## src/rtl/i2c_txn_sequencer.sv

```systemverilog
// ============================================================================
// i2c_txn_sequencer : queued command sequencer in front of an I2C master,
// with per-command response and saturating pass/fail counters.
// Optional watchdog: define I2C_SEQ_TIMEOUT_EN.          Rev 1.0
// ============================================================================
`default_nettype none

module i2c_txn_sequencer #(
    parameter int CMD_DEPTH      = 4,
    parameter int IDLE_GAP       = 16,
    parameter int CNT_W          = 16
`ifdef I2C_SEQ_TIMEOUT_EN
    ,
    parameter int TIMEOUT_CYCLES = 4096
`endif
) (
    input  logic             clk,
    input  logic             rst_n,
    input  logic             cmd_valid_i,
    output logic             cmd_ready_o,
    input  logic [6:0]       cmd_addr_i,
    input  logic             cmd_rw_i,
    input  logic             cmd_restart_i,
    input  logic [7:0]       cmd_data_i,
    input  logic [7:0]       cmd_expect_i,
    input  logic             cmd_chk_i,
    output logic [6:0]       address_o,
    output logic             m_enable_o,
    output logic             m_rw_o,
    output logic             m_restart_o,
    output logic [7:0]       m_tx_data_o,
    input  logic             m_ack_i,
    input  logic             m_ready_i,
    input  logic [7:0]       m_rx_data_i,
    output logic             rsp_valid_o,
    output logic [7:0]       rsp_data_o,
    output logic             rsp_ok_o,
    output logic             rsp_timeout_o,
    output logic             busy_o,
    output logic [CNT_W-1:0] pass_cnt_o,
    output logic [CNT_W-1:0] fail_cnt_o
);

    localparam int PTR_W = $clog2(CMD_DEPTH);
    localparam int GAP_W = $clog2(IDLE_GAP + 1);
    localparam int ENT_W = 26;

    localparam logic [PTR_W:0]   PTR_ONE  = (PTR_W+1)'(1);
    localparam logic [GAP_W-1:0] GAP_ONE  = GAP_W'(1);
    localparam logic [GAP_W-1:0] GAP_LAST = GAP_W'(IDLE_GAP - 1);
    localparam logic [CNT_W-1:0] CNT_ONE  = CNT_W'(1);

    localparam logic [2:0] S_IDLE = 3'd0;
    localparam logic [2:0] S_LOAD = 3'd1;
    localparam logic [2:0] S_XFER = 3'd2;
    localparam logic [2:0] S_WAIT = 3'd3;
    localparam logic [2:0] S_GAP  = 3'd4;

    logic [ENT_W-1:0] fifo_q [CMD_DEPTH];
    logic [PTR_W:0]   wr_ptr_q, rd_ptr_q;
    logic             empty, full, push, pop;

    logic [2:0]       state_q, state_d;
    logic [ENT_W-1:0] wrk_q;
    logic             ack_seen_q, ack_seen_d;
    logic [GAP_W-1:0] gap_q, gap_d;
    logic             rsp_valid_q, rsp_valid_d;
    logic             rsp_ok_q, rsp_ok_d;
    logic [7:0]       rsp_data_q, rsp_data_d;
    logic [CNT_W-1:0] pass_q, fail_q;
    logic             abort;

    logic [6:0] wrk_addr;
    logic       wrk_rw, wrk_restart, wrk_chk;
    logic [7:0] wrk_data, wrk_exp;

    // Entry layout: {chk, expect, data, restart, rw, addr}
    assign wrk_addr    = wrk_q[6:0];
    assign wrk_rw      = wrk_q[7];
    assign wrk_restart = wrk_q[8];
    assign wrk_data    = wrk_q[16:9];
    assign wrk_exp     = wrk_q[24:17];
    assign wrk_chk     = wrk_q[25];

    assign empty = (wr_ptr_q == rd_ptr_q);
    assign full  = (wr_ptr_q[PTR_W] != rd_ptr_q[PTR_W]) &&
                   (wr_ptr_q[PTR_W-1:0] == rd_ptr_q[PTR_W-1:0]);
    assign push  = cmd_valid_i && !full;
    assign pop   = (state_q == S_IDLE) && !empty;

    always_ff @(posedge clk) begin
        if (push) begin
            fifo_q[wr_ptr_q[PTR_W-1:0]] <= {cmd_chk_i, cmd_expect_i, cmd_data_i,
                                            cmd_restart_i, cmd_rw_i, cmd_addr_i};
        end
    end

`ifdef I2C_SEQ_TIMEOUT_EN
    localparam int WD_W = $clog2(TIMEOUT_CYCLES + 1);
    localparam logic [WD_W-1:0] WD_LAST = WD_W'(TIMEOUT_CYCLES - 1);
    localparam logic [WD_W-1:0] WD_ONE  = WD_W'(1);

    logic [WD_W-1:0] wd_q;
    logic            rsp_to_q;
    logic            in_xfer;

    assign in_xfer = (state_q == S_XFER) || (state_q == S_WAIT);
    assign abort   = in_xfer && (wd_q == WD_LAST);

    always_ff @(posedge clk or negedge rst_n) begin
        if (!rst_n) begin
            wd_q     <= '0;
            rsp_to_q <= 1'b0;
        end else begin
            if (state_q == S_LOAD) begin
                wd_q <= '0;
            end else if (in_xfer) begin
                wd_q <= wd_q + WD_ONE;
            end
            rsp_to_q <= abort;
        end
    end

    assign rsp_timeout_o = rsp_to_q;
`else
    assign abort         = 1'b0;
    assign rsp_timeout_o = 1'b0;
`endif

    always_comb begin
        state_d     = state_q;
        ack_seen_d  = ack_seen_q;
        gap_d       = gap_q;
        rsp_valid_d = 1'b0;
        rsp_ok_d    = rsp_ok_q;
        rsp_data_d  = rsp_data_q;
        case (state_q)
            S_IDLE: if (!empty) state_d = S_LOAD;
            S_LOAD: begin
                ack_seen_d = 1'b0;
                state_d    = S_XFER;
            end
            // An ACK already high on entry counts; completion is its falling edge.
            S_XFER: begin
                if (m_ack_i) begin
                    ack_seen_d = 1'b1;
                end else if (ack_seen_q) begin
                    state_d = S_WAIT;
                end
            end
            S_WAIT: begin
                if (m_ready_i) begin
                    rsp_valid_d = 1'b1;
                    rsp_data_d  = wrk_rw ? m_rx_data_i : wrk_data;
                    rsp_ok_d    = !wrk_rw || !wrk_chk || (m_rx_data_i == wrk_exp);
                    gap_d       = '0;
                    state_d     = S_GAP;
                end
            end
            S_GAP: begin
                if (gap_q == GAP_LAST) begin
                    state_d = S_IDLE;
                end else begin
                    gap_d = gap_q + GAP_ONE;
                end
            end
            default: state_d = S_IDLE;
        endcase
        if (abort) begin
            rsp_valid_d = 1'b1;
            rsp_ok_d    = 1'b0;
            gap_d       = '0;
            state_d     = S_GAP;
        end
    end

    always_ff @(posedge clk or negedge rst_n) begin
        if (!rst_n) begin
            wr_ptr_q    <= '0;
            rd_ptr_q    <= '0;
            state_q     <= S_IDLE;
            wrk_q       <= '0;
            ack_seen_q  <= 1'b0;
            gap_q       <= '0;
            rsp_valid_q <= 1'b0;
            rsp_ok_q    <= 1'b0;
            rsp_data_q  <= '0;
            pass_q      <= '0;
            fail_q      <= '0;
        end else begin
            if (push) wr_ptr_q <= wr_ptr_q + PTR_ONE;
            if (pop) begin
                rd_ptr_q <= rd_ptr_q + PTR_ONE;
                wrk_q    <= fifo_q[rd_ptr_q[PTR_W-1:0]];
            end
            state_q     <= state_d;
            ack_seen_q  <= ack_seen_d;
            gap_q       <= gap_d;
            rsp_valid_q <= rsp_valid_d;
            rsp_ok_q    <= rsp_ok_d;
            rsp_data_q  <= rsp_data_d;
            // Counters saturate at all-ones rather than wrapping.
            if (rsp_valid_q) begin
                if (rsp_ok_q) begin
                    if (pass_q != {CNT_W{1'b1}}) pass_q <= pass_q + CNT_ONE;
                end else begin
                    if (fail_q != {CNT_W{1'b1}}) fail_q <= fail_q + CNT_ONE;
                end
            end
        end
    end

    assign cmd_ready_o = !full;
    assign address_o   = wrk_addr;
    assign m_rw_o      = wrk_rw;
    assign m_restart_o = wrk_restart;
    assign m_tx_data_o = wrk_data;
    assign m_enable_o  = (state_q == S_XFER);
    assign rsp_valid_o = rsp_valid_q;
    assign rsp_data_o  = rsp_data_q;
    assign rsp_ok_o    = rsp_ok_q;
    assign busy_o      = (state_q != S_IDLE) || !empty;
    assign pass_cnt_o  = pass_q;
    assign fail_cnt_o  = fail_q;

endmodule

`default_nettype wire

```

## config.mk

```make
export PLATFORM = sky130hd
export DESIGN_NAME = i2c_txn_sequencer
export DESIGN_NICKNAME = d
export VERILOG_FILES = /design/src/rtl/i2c_txn_sequencer.sv
export SDC_FILE = /design/constraint.sdc
export NUM_CORES = 1
export LEC_CHECK = 0
export BUFFER_PORTS_ARGS = -buffer_cell sky130_fd_sc_hd__buf_2
export CORE_MARGIN = 1.5
export CORE_UTILIZATION = 50
export CTS_CLUSTER_SIZE = 12
export DETAILED_ROUTE_END_ITERATION = 16
export PLACE_DENSITY = 0.71
export SETUP_SLACK_MARGIN = 0.4
export SLEW_MARGIN = 20
export SYNTH_ARGS = -nofsm -noshare
export SYNTH_HDL_FRONTEND = slang
export SYNTH_SLANG_ARGS = --single-unit
```

## constraint.sdc

```tcl
create_clock -name clk -period 2.5 [get_ports clk]
set_clock_uncertainty 0.1 [all_clocks]
set_input_delay 0.375 -clock clk [delete_from_list [all_inputs] [get_ports clk]]
set_output_delay 0.375 -clock clk [all_outputs]
set_load 0.1 [all_outputs]
```

Yosys cells after proc, flatten, opt, wreduce, memory -nomap -nowiden:

Memory sizes are Yosys's and may differ from the RTL's. A register that Yosys moved wholly into a read port is not among the register bits.
Cells that the tools add are included.

* add/subtract/negate cells: 5
* eq/ne operators: 18
* muxes and demuxes: 16
* bitwise operators: 1
* reduce and logical (&&, ||, !) cells: 21

Operators by type and width (count)
* adder 16 x 1 -> 16 bit, second input constant: 2
* != test 16 bit, second input constant: 2
* 2-to-1 mux 3 bit: 5
* case mux 3 bit (5 select lines): 1
* 2-to-1 mux 5 bit: 2
* != test 2 bit, second input constant: 5
* case mux 5 bit (2 select lines): 1
* AND reduction 3 bit: 3
* equality test 8 bit: 1
* 2-to-1 mux 8 bit: 1
* adder 3 x 1 -> 3 bit, second input constant: 2
* equality test 3 x 2 -> 1 bit, second input constant: 2
* adder 5 x 1 -> 5 bit, second input constant: 1
* equality test 5 x 4 -> 1 bit, second input constant: 1
* zero test 1 bit: 5
* 2-to-1 mux 1 bit: 5
* AND reduction 5 bit: 1
* != test 2 x 1 -> 1 bit, second input constant: 2
* AND reduction 2 bit: 2
* nonzero test 2 bit: 2
* equality test 3 x 1 -> 1 bit, second input constant: 1
* equality test 3 bit: 1
* equality test 3 bit, second input constant: 1
* logical AND 1 bit: 3
* 7 further kinds: 9

* bits in registers: 57
* memory bits (writable): 104
* input bits: 39
* output and inout port bits: 63
* word-level logic and storage cells: 72
* memories: 1

Memories
* fifo_q: words 4, width 26, rd ports 1, clocked after Yosys merged registers in 1, write ports 1, RTL line 59 `logic [ENT_W-1:0] fifo_q [CMD_DEPTH];`

Longest topological paths before layout:

* depth in word-level cells: 6
* mapped depth: 7
* gate-level depth less buffers: 7

Worst setup path before layout:

No wires, ideal clock.

* path type: register to register
* from: register rd_ptr_q[0]
* to: register wr_ptr_q[2]
* library setup time: 0.169 ns
* arrival time: 2.687 ns
* required time: 2.231 ns
* setup slack: -0.455 ns
* stages on the path, launching flop included: 6
* buffers on the path: 1
* clock period less this slack: 2.955 ns
* path through: dfrtp_1 buf_4 xnor2_1 nand3b_1 and3_1 xor2_1

* cells in the longest elaborated chain, start to end: 4

Ends and longest elaborated chain
* from (decl): RTL line 60 `logic [PTR_W:0] wr_ptr_q, rd_ptr_q;`
* from (signal assigned): RTL line 193 `rd_ptr_q <= rd_ptr_q + PTR_ONE;`
* equality test 2 bit: RTL line 87 `(wr_ptr_q[PTR_W-1:0] == rd_ptr_q[PTR_W-1:0]);`
* logical AND 1 bit: RTL line 86 `assign full = (wr_ptr_q[PTR_W] != rd_ptr_q[PTR_W]) &&`
* zero test 1 bit
* named net cmd_ready_o: RTL line 20 `output logic cmd_ready_o,`
* logical AND 1 bit: RTL line 88 `assign push = cmd_valid_i && !full;`
* to (signal assigned): RTL line 191 `if (push) wr_ptr_q <= wr_ptr_q + PTR_ONE;`
* to (decl): RTL line 60

The timed path passes the listed nets, and every way through them passes these cells.
A chain may end at the register's enable or synchronous reset.

Worst setup path in the final report:

* from: register state_q[2]
* to: output busy_o

* cells in the longest elaborated chain, start to end: 2

Ends and longest elaborated chain
* from (decl): RTL line 63 `logic [2:0] state_q, state_d;`
* from (signal assigned): RTL line 196 `state_q <= state_d;`
* nonzero test 3 bit: RTL line 222 `assign busy_o = (state_q != S_IDLE) || !empty;`
* logical OR 1 bit: RTL line 222
* to (decl): RTL line 39 `output logic busy_o,`

No other way between the ends.

==> flow_summary_export.csv <==
group,metric,value,unit
run_status,outcome,"finished clean",
timing,max_clock_freq,469,MHz
clocking,cts_buffers,17,
logic_synthesis,syn-num-nets,533,
logic_synthesis,synth-seq-cells,187,
pwr,ir_drop,715,uV
cells_and_area,fillers,1136,
critical_path,cp_max_fo,7,
global_route,antenna_found_initial,3,
die,core-area,0.0151,mm2
place,dp_hpwl,9610,um
logic_synthesis,syn_inst,485,
timing,worst_pin_slew,0.628,ns
logic_synthesis,syn-cell-area,0.00773,mm2
place,io_buffers,100,
timing,period_needed,2.13,ns
cells_and_area,drive_gt1_share,41.0,%
global_route,grt.total_usage,19.2,%
detailed_routing,routed_wl,14700,um
timing,slew_headroom,57.8,%
global_route,grt_pass1_vias,4526,
min_path,hp-class,"input pin to flop",
die,fp.dieW,127,um
clocking,tritoncts,"yes",
logic_synthesis,seq_area_frac_synth,67.2,%
global_route,grt_max_degree,33,
detailed_routing,drtIter0Drc,243,
die,fp.dieArea,0.0162,mm2
die,rows,45,
logic_synthesis,ys_types,47,
clocking,htreeDepth,4,
logic_synthesis,synth_ff_type,"edfxtp_1",
critical_path,cp-end-kind,"primary output",
logic_synthesis,synthArstFlopShare,44.4,%
place,dp_slack,0.403,ns
critical_path,arrival,1.66,ns
timing,final_max_slew_viol_count,0,
logic_synthesis,syn_area_per_cell,15.9,um2
detailed_routing,routedLengthMet1,6280,um
flow_run,max_cap_viol_count,0,
detailed_routing,routedWlPerCell,18.4,um
detailed_routing,vias_per_cell,5.58,
logic_synthesis,synth_edf_count,104,
die,start_util,51.1,%
timing,finalSetupTns,0,ns
critical_path,critPathKind,"flop to primary output",
global_route,grt_overflow,0,
cells_and_area,final_util,61.3,%
timing,fin_crit_sh,85.3,%
timing,rsz0062_at_grt,"yes",
detailed_routing,postRouteAntennaNets,0,
critical_path,start_kind,"flop",
clocking,clock_latency,0.42,ns
detailed_routing,top_layer_used,"met5",
place,gp_congestion,0.835,
cells_and_area,areaGrowthSynthToFinish,20.0,%
timing,setup_viol,0,
clocking,clockRootBuffer,"clkbuf_16",
detailed_routing,drt-pass1-iter-count,4,
timing,hold_viol_final,0,
clocking,cts.sinks,187,
cells_and_area,nNetsFinal,643,
detailed_routing,drc,0,
detailed_routing,wl_met3,548,um
timing,layout_setup_ws,0.368,ns
logic_synthesis,yosys_warnings,0,
critical_path,cp_data_required_time,2.03,ns
detailed_routing,vias,4445,
cells_and_area,final-seq-area,0.00527,mm2
detailed_routing,dr_wl_met2,7600,um
die,pin_count,102,
pwr,p_per_area,1350,mW/mm2
clocking,clk_pin_slew,0.07,ns
cells_and_area,multiInputGateArea,0.00242,mm2
global_route,grt_pass1_wl,23400,um
clocking,cts.path.max_buffers,2,
pwr,leakage,3.73,nW
die,die_h,127,um
registers in the layout (all words and copies together) (netlist names):
register and flops:
ack_seen_q 1, rsp_data_o 8, wr_ptr_q 3, wrk_q 26, fifo_q 104, state_q 3, pass_cnt_o 16, rd_ptr_q 3
rsp_valid_o 1, gap_q 5, rsp_ok_o 1, fail_cnt_o 16
routing by layer:
| layer | up-vias | track usage [%] |
|---|---|---|
| li1 | 2051 | - |
| met4 | 4 | 7.42 |
| met2 | 98 | 32.2 |
| met1 | 2272 | 24.2 |
| met5 | - | 0 |
| met3 | 20 | 4.77 |
layout make-up:
type,instances,share of cell area [%]
sequential,187,56.8
antenna,1,0.0270
multi-input combinational,260,26.1
timing repair buffer,120,7.73
clock inverter,10,1.09
inverter,9,0.364
clock buffer,22,5.34
tap,188,2.53
repair_timing:
| item | 4_1_cts | 5_1_grt |
|---|---|---|
| endpoints found under the setup margin | 30 | 8 |
| pin swaps | 3 | 3 |
| hold endpoints to repair | 30 | 0 |
| setup buffers | 7 | 6 |
| resized for setup | 11 | 7 |
| hold buffers | 1 | 0 |
cell usage in the layout, fill, tap and decap left out, types with 3 or more instances in the layout:
cell type | synthesis | layout
buf_2 | 5 | 96
inv_6 | 0 | 4
inv_1 | 9 | 9
a31oi_1 | 8 | 7
mux2i_1 | 9 | 9
nand3_1 | 12 | 11
xnor2_2 | 0 | 3
dfrtp_4 | 0 | 9
nand2b_1 | 3 | 3
clkbuf_8 | 0 | 3
clkbuf_16 | 0 | 18
dfrtp_2 | 0 | 31
and3_4 | 0 | 4
mux4_2 | 26 | 26
mux2_1 | 25 | 25
nor3_1 | 4 | 4
mux2_2 | 10 | 10
nand4_1 | 8 | 8
clkinv_4 | 0 | 3
buf_12 | 0 | 4
and3_1 | 8 | 4
xnor2_1 | 7 | 4
ha_1 | 9 | 8
edfxtp_1 | 104 | 104
nand2_1 | 25 | 25
nor3b_1 | 3 | 3
a21oi_1 | 14 | 13
o21ai_0 | 13 | 13
nor4_1 | 6 | 6
xor2_1 | 23 | 23
buf_4 | 18 | 18
nor2_1 | 16 | 16
dfrtp_1 | 83 | 43
logic make-up after synthesis:
kind of cell / synth area share, %
flops: 67.2
simple gates: 7.72
mux: 13.8
compound gates: 3.41
buf+inv: 2.90
xor+xnor: 3.40
fa+ha+maj: 1.46
other cells: 0.0485
path summary, 6_finish.rpt:
path,startpoint,endpoint,slack (ns),depth (start not counted)
min in group asynchronous,rst_n,pass_cnt_o[12]$_DFFE_PN0P_,0.34,2
max in group asynchronous,rst_n,wrk_q[7]$_DFFE_PN0P_,1.27,3
setup reg to reg,fail_cnt_o[0]$_DFFE_PN0P_,fail_cnt_o[1]$_DFFE_PN0P_,0.49,5
setup / recovery,state_q[2]$_DFFE_PN0P_,busy_o,0.37,3
hold reg to reg,rsp_data_o[2]$_DFFE_PN0P_,rsp_data_o[2]$_DFFE_PN0P_,0.38,2
hold / removal,cmd_addr_i[0],fifo_q[3][0]$_DFFE_PP_,0.06,1
cells in the mapped netlist (all sizes together) (5+ instances only):
cell type / n / area, um2
a21oi: 14 / 70.1
a31oi: 8 / 50.1
and3: 8 / 50.1
buf: 24 / 171
clkbuf: 5 / 18.8
dfrtp: 83 / 2080
edfxtp: 104 / 3120
ha: 9 / 113
inv: 9 / 33.8
mux2: 35 / 394
mux2i: 9 / 90.1
mux4: 26 / 586
nand2: 25 / 93.8
nand3: 12 / 60.1
nand4: 9 / 71.3
nor2: 16 / 60.1
nor3: 7 / 50.1
nor4: 8 / 62.6
o21ai: 13 / 65.1
xnor2: 7 / 61.3
xor2: 23 / 201
metrics by stage:
step	total power, mW	cell area, um2	instances	hold WS (ns)
after detailed placement	9.73	8510	750	0.250
after floorplan	8.82	7870	485	-0.0206
after CTS	12.6	9200	790	0.0471
final	12.5	9280	797	0.0639
after global routing	13.1	9280	796	0.0493
after global placement	9.57	8510	750	0.244
critical path: stages, from the launching register on:
cell and delay (ns):
dfrtp_1 0.45, or3_4 0.38, or2_4 0.25, buf_12 0.16
power by group:
part	total [mW]	internal [mW]	switching (mW)
Sequential	4.70	4.18	0.512
Combinational	5.19	1.65	3.54
Clock	2.66	1.53	1.14
(Power assumes the default switching activity.)
